$ cat config.mk
export PLATFORM = sky130hd
export DESIGN_NAME = rs_issue_latch
export DESIGN_NICKNAME = d
export VERILOG_FILES = /design/src/rtl/rs_issue_latch.sv
export SDC_FILE = /design/constraint.sdc
export NUM_CORES = 1
export LEC_CHECK = 0
export CORE_AREA = 10 10 225 227
export DETAILED_ROUTE_END_ITERATION = 10
export DIE_AREA = 0 0 235 237
export GPL_ROUTABILITY_DRIVEN = 1
export SYNTH_ARGS = -nofsm -noshare
export SYNTH_HDL_FRONTEND = slang
export SYNTH_SLANG_ARGS = --single-unit
$ cat constraint.sdc
create_clock -name clock -period 8.9 [get_ports clock]
set_input_delay 2.67 -clock clock [delete_from_list [all_inputs] [get_ports clock]]
set_output_delay 2.67 -clock clock [all_outputs]
set_load 0.005 [all_outputs]
$ cat src/rtl/rs_issue_latch.sv
// RS issue latch: drives the rotating selector, turns its one-hot grant into an
// index, and queues the granted payload in a 2-deep FIFO feeding one FU.
module rs_issue_latch #(
  parameter int N_ENTRY = 8,
  parameter int DATA_W  = 64,
  parameter int IDX_W   = 3
) (
  input  logic                        clock,
  input  logic                        reset,
  input  logic [N_ENTRY-1:0]          gnt,
  input  logic [N_ENTRY*DATA_W-1:0]   entry_data,
  input  logic                        fu_ready,
  output logic                        sel_en,
  output logic [IDX_W-1:0]            sel_cnt,
  output logic [N_ENTRY-1:0]          entry_clear,
  output logic                        issue_valid,
  output logic [IDX_W-1:0]            issue_idx,
  output logic [DATA_W-1:0]           issue_data,
  output logic                        gnt_err
);

  logic [1:0]        count_q, count_d;
  logic              head_q, head_d;
  logic [IDX_W-1:0]  slot_idx_q [2];
  logic [IDX_W-1:0]  slot_idx_d [2];
  logic [DATA_W-1:0] slot_data_q [2];
  logic [DATA_W-1:0] slot_data_d [2];
  logic [IDX_W-1:0]  sel_cnt_q, sel_cnt_d;
  logic              gnt_err_q, gnt_err_d;

  logic [IDX_W:0]    gnt_ones;
  logic [IDX_W-1:0]  gnt_idx;
  logic [DATA_W-1:0] gnt_data;
  logic              onehot;
  logic              multi;
  logic              accept;
  logic              deq;
  logic              tail;

  // Population count, binary encode and payload mux of the grant vector.
  always_comb begin
    gnt_ones = '0;
    gnt_idx  = '0;
    gnt_data = '0;
    for (int i = 0; i < N_ENTRY; i++) begin
      gnt_ones = gnt_ones + {{IDX_W{1'b0}}, gnt[i]};
      if (gnt[i]) begin
        gnt_idx  = IDX_W'(i);
        gnt_data = entry_data[i*DATA_W +: DATA_W];
      end
    end
  end

  assign onehot      = (gnt_ones == (IDX_W+1)'(1));
  assign multi       = (gnt_ones > (IDX_W+1)'(1));
  assign sel_en      = ~reset && (count_q != 2'd2);
  assign accept      = sel_en && onehot;
  assign entry_clear = accept ? gnt : '0;
  assign issue_valid = (count_q != 2'd0);
  assign deq         = issue_valid && fu_ready;
  // Tail sits one past the head when a packet is already queued.
  assign tail        = head_q ^ count_q[0];

  assign issue_idx   = slot_idx_q[head_q];
  assign issue_data  = slot_data_q[head_q];
  assign sel_cnt     = sel_cnt_q;
  assign gnt_err     = gnt_err_q;

  always_comb begin
    count_d     = count_q + {1'b0, accept} - {1'b0, deq};
    head_d      = head_q ^ deq;
    slot_idx_d  = slot_idx_q;
    slot_data_d = slot_data_q;
    sel_cnt_d   = sel_cnt_q + IDX_W'(accept);
    gnt_err_d   = multi || ((gnt != '0) && !sel_en);
    if (accept) begin
      slot_idx_d[tail]  = gnt_idx;
      slot_data_d[tail] = gnt_data;
    end
  end

  always_ff @(posedge clock) begin
    if (reset) begin
      count_q   <= '0;
      head_q    <= 1'b0;
      sel_cnt_q <= '0;
      gnt_err_q <= 1'b0;
      for (int s = 0; s < 2; s++) begin
        slot_idx_q[s]  <= '0;
        slot_data_q[s] <= '0;
      end
    end else begin
      count_q   <= count_d;
      head_q    <= head_d;
      sel_cnt_q <= sel_cnt_d;
      gnt_err_q <= gnt_err_d;
      for (int s = 0; s < 2; s++) begin
        slot_idx_q[s]  <= slot_idx_d[s];
        slot_data_q[s] <= slot_data_d[s];
      end
    end
  end

endmodule

==> flow_summary.json, run 1 <==
{
  "syn_to_final_growth_pct": 71.75,
  "port_buffers": 603,
  "clockBufferDepth": 2,
  "powerDensity_nw_per_um2": 151.5,
  "start_util_pct": 21.52,
  "final_cells": 2425,
  "globalRouteOverflowTotal": 0,
  "cts_root_buf": "clkbuf_16",
  "final.min_clock_period_ns": 8.750,
  "drtPass1Iterations": 5,
  "synth_cell_types": 48,
  "antenna_found_initial": 5,
  "fmax_ghz": 0.1143,
  "grtUsageTotal_pct": 21.03,
  "drc": 0,
  "h-tree-depth": 4,
  "coreArea_sq_um": 46160,
  "seq_power_share_pct": 30.6,
  "cp_max_fo": 6,
  "cp-start-kind": "input pin",
  "dp_hpwl_um": 47530,
  "p_clk_share_pct": 27.8,
  "wl_per_cell_um": 25.73,
  "ant_nets": 0,
  "cts_made_buffers": 17,
  "synth.avg_cell_area_sq_um": 7.754,
  "vias": 12671,
  "crit_arrival_ns": 6.08,
  "power.switching_uw": 858.6,
  "nets": 2338,
  "synth_cells": 1281,
  "fin_ws_ns": 0.1503,
  "synth_edf_count": 0,
  "use_met2_pct": 36.58,
  "skew_ns": 0.008404,
  "row_count": 79,
  "crit_buf_inv": 6,
  "met1_usage_pct": 25.23,
  "cts_tree": "built",
  "synth_seq_cells": 141,
  "cp_cell_sequence": "buf_6 > inv_2 > fa_1 > fa_1 > fa_1 > inv_2 > ha_4 > fa_1 > nor4bb_2 > a21o_1 > and3_4 > clkinv_4 > buf_6 > nor2_1 > buf_2",
  "ys_async_sr_fraction_pct": 0,
  "synth_flop_cell": "dfxtp_1",
  "hp-class": "register to register",
  "syn_area_sq_um": 9933,
  "die_h_um": 237,
  "drt-initial-drc-count": 952,
  "synth_nets": 1816,
  "p_comb_share_pct": 41.6,
  "busiest_layer": "met2",
  "end_kind": "output port",
  "cts-hold-fix-buffers": 0,
  "fin_crit_sh_pct": 98.31,
  "viasPerCell": 5.225,
  "gp_congestion": 0.9084,
  "fillCellCount": 4739,
  "worst_path_most_repeated_cell": "fa_1",
  "relSlewSlack_pct": 25.49,
  "ys_warn_count": 0,
  "p_int_uw": 1726,
  "cp_slowest_cell": "fa_1",
  "clk_pin_slew_ns": 0.06,
  "grt_max_degree": 88,
  "hold_viol": 0,
  "setup_violations": 0,
  "p_leak_uw": 0.005999,
  "maxSlewViolCount": 0,
  "cts_sinks": 141,
  "rsz0062_at_grt": "false",
  "dp.cells": 2389,
  "route.final.wire_length_um": 62380,
  "die-area_sq_um": 55700,
  "crit_type": "input pin to output port",
  "slowest_delay_ns": 0.55,
  "yosysSeqAreaShare_pct": 28.42,
  "p_total_uw": 2584,
  "die_w_um": 235,
  "pre_cts_slack_ns": -0.8920,
  "crit_family": "adder cells",
  "status": "completed",
  "switching_share_pct": 33.23,
  "cp.required_ns": 6.23,
  "maxCapViolCount": 0,
  "insertion_delay_ns": 0.44,
  "layout-drive-gt1-share_pct": 11.02,
  "pin_count": 604,
  "ir_worst_vdd_mv": 0.1056,
  "worst_pin_slew_ns": 1.118,
  "grtUsageMet3_pct": 4.701,
  "grt_pass1_wl_um": 89260,
  "grt_pass1_vias": 13286
}
-- power by group through the flow --
stage          clock network [uW]  registers [uW]  logic (uW)
2_1_floorplan                   0             769         496
3_3_place_gp                    0             798        1060
3_5_place_dp                    0             805        1060
4_1_cts                       741             791        1070
5_1_grt                       762             801        1160
6_report                      717             791        1080
-- worst min-delay path, stage by stage (launching register included) --
cell	delay, ns
dfxtp_1	0.30
nor2_1	0.09
nor3_1	0.04
-- final timing paths --
| check | end | cells after the start | slack, ns | from |
|---|---|---|---|---|
| setup reg to reg | slot_data_q[31] | 5 | 6.33 | head_q |
| hold reg to reg | slot_data_q[120] | 2 | 0.49 | slot_data_q[120] |
| setup / recovery | entry_clear[1] | 15 | 0.15 | gnt[0] |
| hold / removal | slot_data_q[120] | 2 | 0.49 | slot_data_q[120] |
-- sequential cells by signal, indices dropped and copies added, names as in the netlist --
signal / cells
slot_data_q: 128
slot_idx_q: 6
sel_cnt: 3
count_q: 2
gnt_err: 1
head_q: 1
-- per-layer routing --
layer	up-vias	share of wire, %
li1	5894	-
met2	568	49
met4	0	2.3
met5	-	0
met1	6147	42
met3	62	6.6
-- final cells by class --
cell class,instances,area [sq um],share of cell area [%]
inverter,13,53.80,0.3154
multi-input combinational,985,6526,38.25
sequential,141,2826,16.57
tap,607,759.5,4.452
antenna,3,7.507,0.04400
timing repair buffer,645,6307,36.97
clock inverter,13,140.1,0.8214
clock buffer,18,439.2,2.574
-- synth_stat cells, types with 2 or more instances --
cell         n  share of area, %
a22oi_1      8              0.60
buf_2       29               1.5
o221ai_1    55               4.8
nand2b_1     2              0.13
nor2b_1      5              0.31
ha_1         8               1.0
buf_1       18              0.68
a21o_1      20               1.5
dfxtp_1    141                28
a21oi_1     66               3.3
o22ai_1     20               1.3
fa_1         4              0.81
nand3_1      8              0.40
nor3_2       2              0.20
nor2_1     109               4.1
a221o_1     13               1.3
clkbuf_1    88               3.3
o2bb2ai_1   43               3.8
a311oi_1     2              0.18
and2_1       4              0.25
buf_6        5              0.57
nand2_1     72               2.7
nor4bb_1     2              0.20
nor3_1     171               8.6
inv_1       10              0.38
a22o_1      43               3.8
a31oi_1     44               2.8
o211ai_1     2              0.15
buf_4        2              0.15
nand3b_1   104               7.9
xnor2_1      4              0.35
mux2_2      67               7.6
a211oi_1     4              0.30
o21ai_0     59               3.0
nand2_2     19               1.2
or2_2        2              0.13
nand4_1      2              0.13
a221oi_1    13               1.1
inv_2        2             0.076
-- logic make-up after synthesis --
group / Yosys count / share of synthesized area [%]
DFF: 141 / 28.42
and+or+nand+nor: 507 / 26.93
AOI/OAI and AO/OA: 394 / 28.13
buffers and inverters: 155 / 6.676
adders and majority gates: 12 / 1.814
muxes: 67 / 7.595
xor gates and xnor gates: 5 / 0.4408
-- metrics by stage --
step	hold WS, ns	area [sq um]	setup TNS, ns	util, %
6_report	0.4853	17060	0	36.96
5_1_grt	0.5039	17060	0	36.95
3_5_place_dp	0.4721	16450	-6.787	35.63
3_3_place_gp	0.4635	16450	-6.318	35.63
2_1_floorplan	0.4518	9935	0	-
4_1_cts	0.4888	17010	0	36.85
-- cells in the final DEF (no fill, tap or decap), types with 55 or more instances in the layout --
master / synthesis / routed
a21oi_1: 66 / 66
nor3_1: 171 / 171
o221ai_1: 55 / 55
nor2_1: 109 / 103
mux2_2: 67 / 67
o21ai_0: 59 / 59
nand2_1: 72 / 70
dfxtp_1: 141 / 140
clkdlybuf4s50_1: 0 / 589
nand3b_1: 104 / 104
-- repair_timing --
action                     in CTS  in global routing
gates resized for setup        43                  9
pin swaps                       8                  9
setup endpoints to repair       8                  8
buffers inserted                1                  1
No activity file was read; power rests on OpenSTA's default activity.
==> run 2: changes to the inputs <==
--- a/config.mk
+++ b/config.mk
@@ -5,10 +5,12 @@
 export SDC_FILE = /design/constraint.sdc
 export NUM_CORES = 1
 export LEC_CHECK = 0
-export CORE_AREA = 10 10 225 227
+export CORE_AREA = 10 10 226 228
 export DETAILED_ROUTE_END_ITERATION = 10
-export DIE_AREA = 0 0 235 237
+export DIE_AREA = 0 0 236 238
+export DONT_BUFFER_PORTS = 1
 export GPL_ROUTABILITY_DRIVEN = 1
+export SLEW_MARGIN = 20
 export SYNTH_ARGS = -nofsm -noshare
 export SYNTH_HDL_FRONTEND = slang
 export SYNTH_SLANG_ARGS = --single-unit
==> run 2 against run 1 <==
Net effect: core utilization fell by 13 points; wire length fell by 14%; critical path depth fell by 2; sequential cell count did not move; final area fell by 36%; global-route usage fell by 3.0 points; non-clock buffer count fell by 622; first-iteration DRC count rose by 12%; die area rose by 0.85%; combinational power fell by 41%; sequential power barely moved; worst hold slack improved by 0.0026 ns; largest cell class unchanged; largest power group is now sequential cells.
==> flow_summary.json, run 2 (same netlist as run 1, synthesis figures left out) <==
{
  "cp.required_ns": 6.23,
  "placed_area_sq_um": 10300,
  "r2r_cells": 7,
  "slowest_delay_ns": 0.54,
  "hold_depth": 2,
  "start_util_pct": 21.43,
  "dp_hpwl_um": 39710,
  "die_h_um": 238,
  "ir_worst_vdd_mv": 0.1469,
  "cp_slowest_cell": "fa_1",
  "route.final.wire_length_um": 53810,
  "hold_viol": 0,
  "setup_violations": 0,
  "regMostFlops": "slot_data_q",
  "drt-initial-drc-count": 1067,
  "cp_cell_sequence": "inv_1 > fa_1 > fa_1 > fa_1 > inv_1 > ha_1 > fa_1 > nor4bb_2 > a21o_1 > and3_1 > clkinv_1 > buf_6 > nor2_2",
  "stdcell_area_sq_um": 10930,
  "crit_buf_inv": 4,
  "p_leak_uw": 0.003548,
  "gp_congestion": 1.009,
  "coreArea_sq_um": 46360,
  "crit_family": "adder cells",
  "drtPass1Iterations": 6,
  "cp.depth": 13,
  "layout-drive-gt1-share_pct": 13.90,
  "viasPerCell": 5.928,
  "ant_nets": 0,
  "die-area_sq_um": 56170,
  "skew_ns": 0.01530,
  "layout_commonest_cell": "nor3_1",
  "cp-start-kind": "input pin",
  "cts_root_buf": "clkbuf_16",
  "final.min_clock_period_ns": 8.751,
  "port_buffers": 0,
  "post_cts_buffers": 0,
  "clockBufferDepth": 2,
  "cts_tree": "built",
  "crit_arrival_ns": 6.08,
  "row_count": 79,
  "drc": 0,
  "cp_max_fo": 85,
  "final_cells": 1804,
  "most-common-layout-cells": "nor3_1, dfxtp_1, nand3b_1, nor2_1, nand2_1",
  "cts_made_buffers": 17,
  "maxCapViolCount": 0,
  "nets": 1716,
  "cts_sinks": 141,
  "h-tree-depth": 4,
  "insertion_delay_ns": 0.48,
  "worst_path_most_repeated_cell": "fa_1",
  "hp-class": "register to register",
  "grtUsageTotal_pct": 18.02,
  "worst_pin_slew_ns": 1.115,
  "syn_to_final_growth_pct": 10.03,
  "cts-hold-fix-buffers": 0,
  "largest_register_ffs": 128,
  "relSlewSlack_pct": 25.70,
  "p_total_uw": 2148,
  "fin_crit_sh_pct": 98.32,
  "status": "completed",
  "fmax_ghz": 0.1143,
  "rrSetupSlack_ns": 5.65,
  "die_w_um": 236,
  "dp.cells": 1769,
  "maxSlewViolCount": 0,
  "crit_type": "input pin to output port",
  "grt_max_degree": 145,
  "antenna_found_initial": 4,
  "powerDensity_nw_per_um2": 196.6,
  "globalRouteOverflowTotal": 0,
  "fillCellCount": 5085,
  "cts_resized": 0,
  "grt_pass1_vias": 10820,
  "end_kind": "output port",
  "clk_pin_slew_ns": 0.06,
  "vias": 10695,
  "pin_count": 604,
  "grt_pass1_wl_um": 75820,
  "wl_per_cell_um": 29.83
}
## run 2: changes by cell type in the layout (fill, tap and decap cells not counted), sizes merged
cell and change:
clkdlybuf4s50 -589, buf -33, clkinvlp +4, clkinv -2
inv -2, clkbuf +1
## run 2: where the power goes
| group | switching, uW | leakage [uW] | internal [uW] |
|---|---|---|---|
| clock | 304 | 0.000272 | 419 |
| sequential | 66.0 | 0.00114 | 725 |
| combinational | 375 | 0.00213 | 259 |
## run 2: layout make-up
class | count | area [sq um] | area share [%]
Antenna cell | 3 | 7.507 | 0.06869
Multi-Input combinational cell | 985 | 6524 | 59.69
Inverter | 13 | 52.55 | 0.4808
Clock inverter | 13 | 140.1 | 1.282
Tap cell | 607 | 759.5 | 6.949
Sequential cell | 141 | 2826 | 25.86
Clock buffer | 19 | 442.9 | 4.053
Timing Repair Buffer | 23 | 176.4 | 1.614
## run 2: per-stage QoR
stage | TNS [ns] | hold slack, ns | util (%) | worst slack, ns
detailed placement | 0 | 0.4731 | 22.21 | 0.0004463
global route | -0.01525 | 0.5012 | 23.56 | -0.01031
finish | 0 | 0.4879 | 23.58 | 0.1492
floorplan | 0 | 0.4518 | - | 0.02466
global placement | 0 | 0.4655 | 22.21 | 0.07500
CTS | 0 | 0.4883 | 23.47 | 0.01299
## run 2: worst paths after layout
kind	startpoint	endpoint
max	gnt[1]	entry_clear[5]
min reg2reg	slot_data_q[98]	slot_data_q[98]
max reg2reg	head_q	slot_data_q[31]
min	slot_data_q[98]	slot_data_q[98]
## run 2: worst register-to-register path, stage by stage, from the launching register on
cell and delay (ns):
dfxtp_4 0.65, buf_4 0.63, xnor2_1 0.22, nor4b_2 0.38, and2_2 0.73, buf_4 0.36, nor2_1 0.07, nor3_1 0.13
## run 2: metal layers
metal,part of all wire (%),global-route usage [%],vias up,wire [um]
li1,-,-,4634,-
met1,40,21.84,5243,21530
met2,47,29.18,722,25410
met3,10,6.170,92,5389
met4,2.7,6.313,4,1453
met5,0.050,0,-,27
==> run 3: changes to the inputs <==
--- a/config.mk
+++ b/config.mk
@@ -10,6 +10,8 @@
 export DIE_AREA = 0 0 236 238
 export DONT_BUFFER_PORTS = 1
 export GPL_ROUTABILITY_DRIVEN = 1
+export HOLD_SLACK_MARGIN = 0.02
+export REMOVE_ABC_BUFFERS = 1
 export SLEW_MARGIN = 20
 export SYNTH_ARGS = -nofsm -noshare
 export SYNTH_HDL_FRONTEND = slang
==> run 3 against run 2 <==
Net effect: fmax decreased by 0.19%; setup slack got worse by 0.017 ns; clock skew decreased by 0.0040 ns; register-to-register slack improved by 0.21 ns; sequential share of layout area increased by 0.26 points; non-clock buffer count decreased by 7; combinational power decreased by 5.2%.
==> flow_summary.json, run 3 (same netlist as run 1, synthesis figures left out) <==
{
  "die_w_um": 236,
  "multiInputGateArea_sq_um": 6492,
  "r2r_cells": 6,
  "drt-initial-drc-count": 774,
  "cts_sinks": 141,
  "grt_pass1_vias": 10608,
  "route.final.wire_length_um": 56220,
  "die-area_sq_um": 56170,
  "layout_commonest_cell": "nor3_1",
  "row_count": 79,
  "most-common-layout-cells": "nor3_1, dfxtp_1, nor2_1, nand3b_1, nand2_1",
  "relSlewSlack_pct": 26.54,
  "end_kind": "output port",
  "largest_register_ffs": 128,
  "crit_arrival_ns": 6.10,
  "cts_made_buffers": 17,
  "fmax_ghz": 0.1141,
  "seq_power_share_pct": 39.2,
  "insertion_delay_ns": 0.45,
  "hold_depth": 2,
  "met1_usage_pct": 19.75,
  "globalRouteOverflowTotal": 0,
  "powerDensity_nw_per_um2": 192.7,
  "dp_hpwl_um": 42520,
  "setup_violations": 0,
  "ir_worst_vdd_mv": 0.1148,
  "startpoint": "gnt[0]",
  "dp.cells": 1762,
  "use_met2_pct": 34.28,
  "post-route-util_pct": 23.34,
  "h-tree-depth": 4,
  "hold_viol": 0,
  "ant_nets": 0,
  "cts_root_buf": "clkbuf_16",
  "syn_to_final_growth_pct": 8.918,
  "worst_pin_slew_ns": 1.102,
  "antenna_found_initial": 9,
  "cts-hold-fix-buffers": 0,
  "clk_pin_slew_ns": 0.06,
  "p_leak_uw": 0.003513,
  "crit_type": "input pin to output port",
  "busiest_layer": "met2",
  "vias": 10524,
  "start_util_pct": 21.43,
  "port_buffers": 0,
  "p_int_uw": 1350,
  "grt_pass1_wl_um": 78290,
  "crit_buf_inv": 3,
  "die_h_um": 238,
  "pin_count": 604,
  "hp-class": "register to register",
  "clockBufferDepth": 2,
  "maxCapViolCount": 0,
  "cp_cell_sequence": "inv_1 > fa_1 > fa_1 > fa_1 > inv_1 > ha_1 > fa_1 > nor4bb_1 > a21o_1 > and3_1 > clkinv_2 > nor2_1",
  "final_cells": 1799,
  "drtPass1Iterations": 9,
  "cp-start-kind": "input pin",
  "maxSlewViolCount": 0,
  "timing.rr.start": "head_q",
  "gp_congestion": 0.8671,
  "cp.depth": 12,
  "slowest_delay_ns": 0.58,
  "grtUsageTotal_pct": 18.85,
  "skew_ns": 0.01125,
  "final.min_clock_period_ns": 8.768,
  "crit_family": "adder cells",
  "grt_max_degree": 145,
  "power.switching_uw": 735.0,
  "post_cts_buffers": 0,
  "cts_tree": "built",
  "viasPerCell": 5.850,
  "cp_max_fo": 22,
  "p_comb_share_pct": 28.8,
  "nets": 1709,
  "drc": 0,
  "regMostFlops": "slot_data_q",
  "cp_slowest_cell": "fa_1",
  "p_clk_share_pct": 32.0,
  "rsz0062_at_grt": "true",
  "worst_path_most_repeated_cell": "fa_1",
  "cp.required_ns": 6.23,
  "grtUsageMet3_pct": 5.377,
  "fillCellCount": 5142,
  "layout-drive-gt1-share_pct": 12.81,
  "coreArea_sq_um": 46360,
  "ff_latch_area_sq_um": 2826,
  "fin_crit_sh_pct": 98.51,
  "hold_path_startpoint": "slot_data_q[70]",
  "switching_share_pct": 35.26,
  "status": "completed",
  "wl_per_cell_um": 31.25
}
## run 3: cell count changes in the layout (fill, tap and decap cells not counted), sizes merged
cell,previous run,this run
inv,14,13
buf,23,16
bufinv,2,0
clkinv,4,10
clkinvlp,6,3
diode,3,5
## run 3: area by class of cell
cell class,instances,area share [%]
inverters,13,0.4626
clock inverters,13,0.8442
flip-flops and latches,141,26.12
clock buffers,19,4.198
repair buffers,16,1.226
well taps,607,7.020
diodes,5,0.1156
multi-input cells,985,60.01
## run 3: worst paths after layout
check                    end  slack [ns]
max reg2reg    slot_idx_q[5]        5.86
min reg2reg  slot_data_q[70]        0.48
min          slot_data_q[70]        0.48
max           entry_clear[0]        0.13
## run 3: metrics by stage
stage                     setup WS [ns]  instance area (sq um)  total power, uW  hold WS (ns)  setup TNS (ns)
after global placement          0.02445                  10260             1414        0.4657               0
after detailed placement      -0.001096                  10260             1437        0.4680       -0.001096
final                            0.1323                  10820             2085        0.4850               0
after CTS                        0.1371                  10810             2117        0.4869               0
after floorplan                 0.05369                   9319             1217        0.4518               0
after global routing           -0.01209                  10820             2204        0.5023        -0.02384
## run 3: what timing repair did
action | 4_1_cts | 5_1_grt
gates resized for setup | 1 | 0
cloned | 0 | 0
endpoints found under the setup margin | 3 | 2
## run 3: power groups by stage
stage | logic [uW] | registers (uW) | clock network [uW]
2_1_floorplan | 421 | 797 | 0
3_5_place_dp | 606 | 831 | 0
4_1_cts | 609 | 818 | 691
3_3_place_gp | 589 | 825 | 0
5_1_grt | 653 | 832 | 719
6_report | 601 | 817 | 666
## run 3: worst min-delay path: stages, from the launching register on
cell and delay (ns):
dfxtp_1 0.32, nand3b_1 0.07, o21ai_0 0.06
## run 3: per-layer routing
metal  wire length (um)  share of wire, %  vias to the layer above
met2              28980                52                      709
met5                 15             0.027                        -
met3               4773               8.5                       92
met4               2376               4.2                        2
met1              20070                36                     5083
li1                   -                 -                     4638
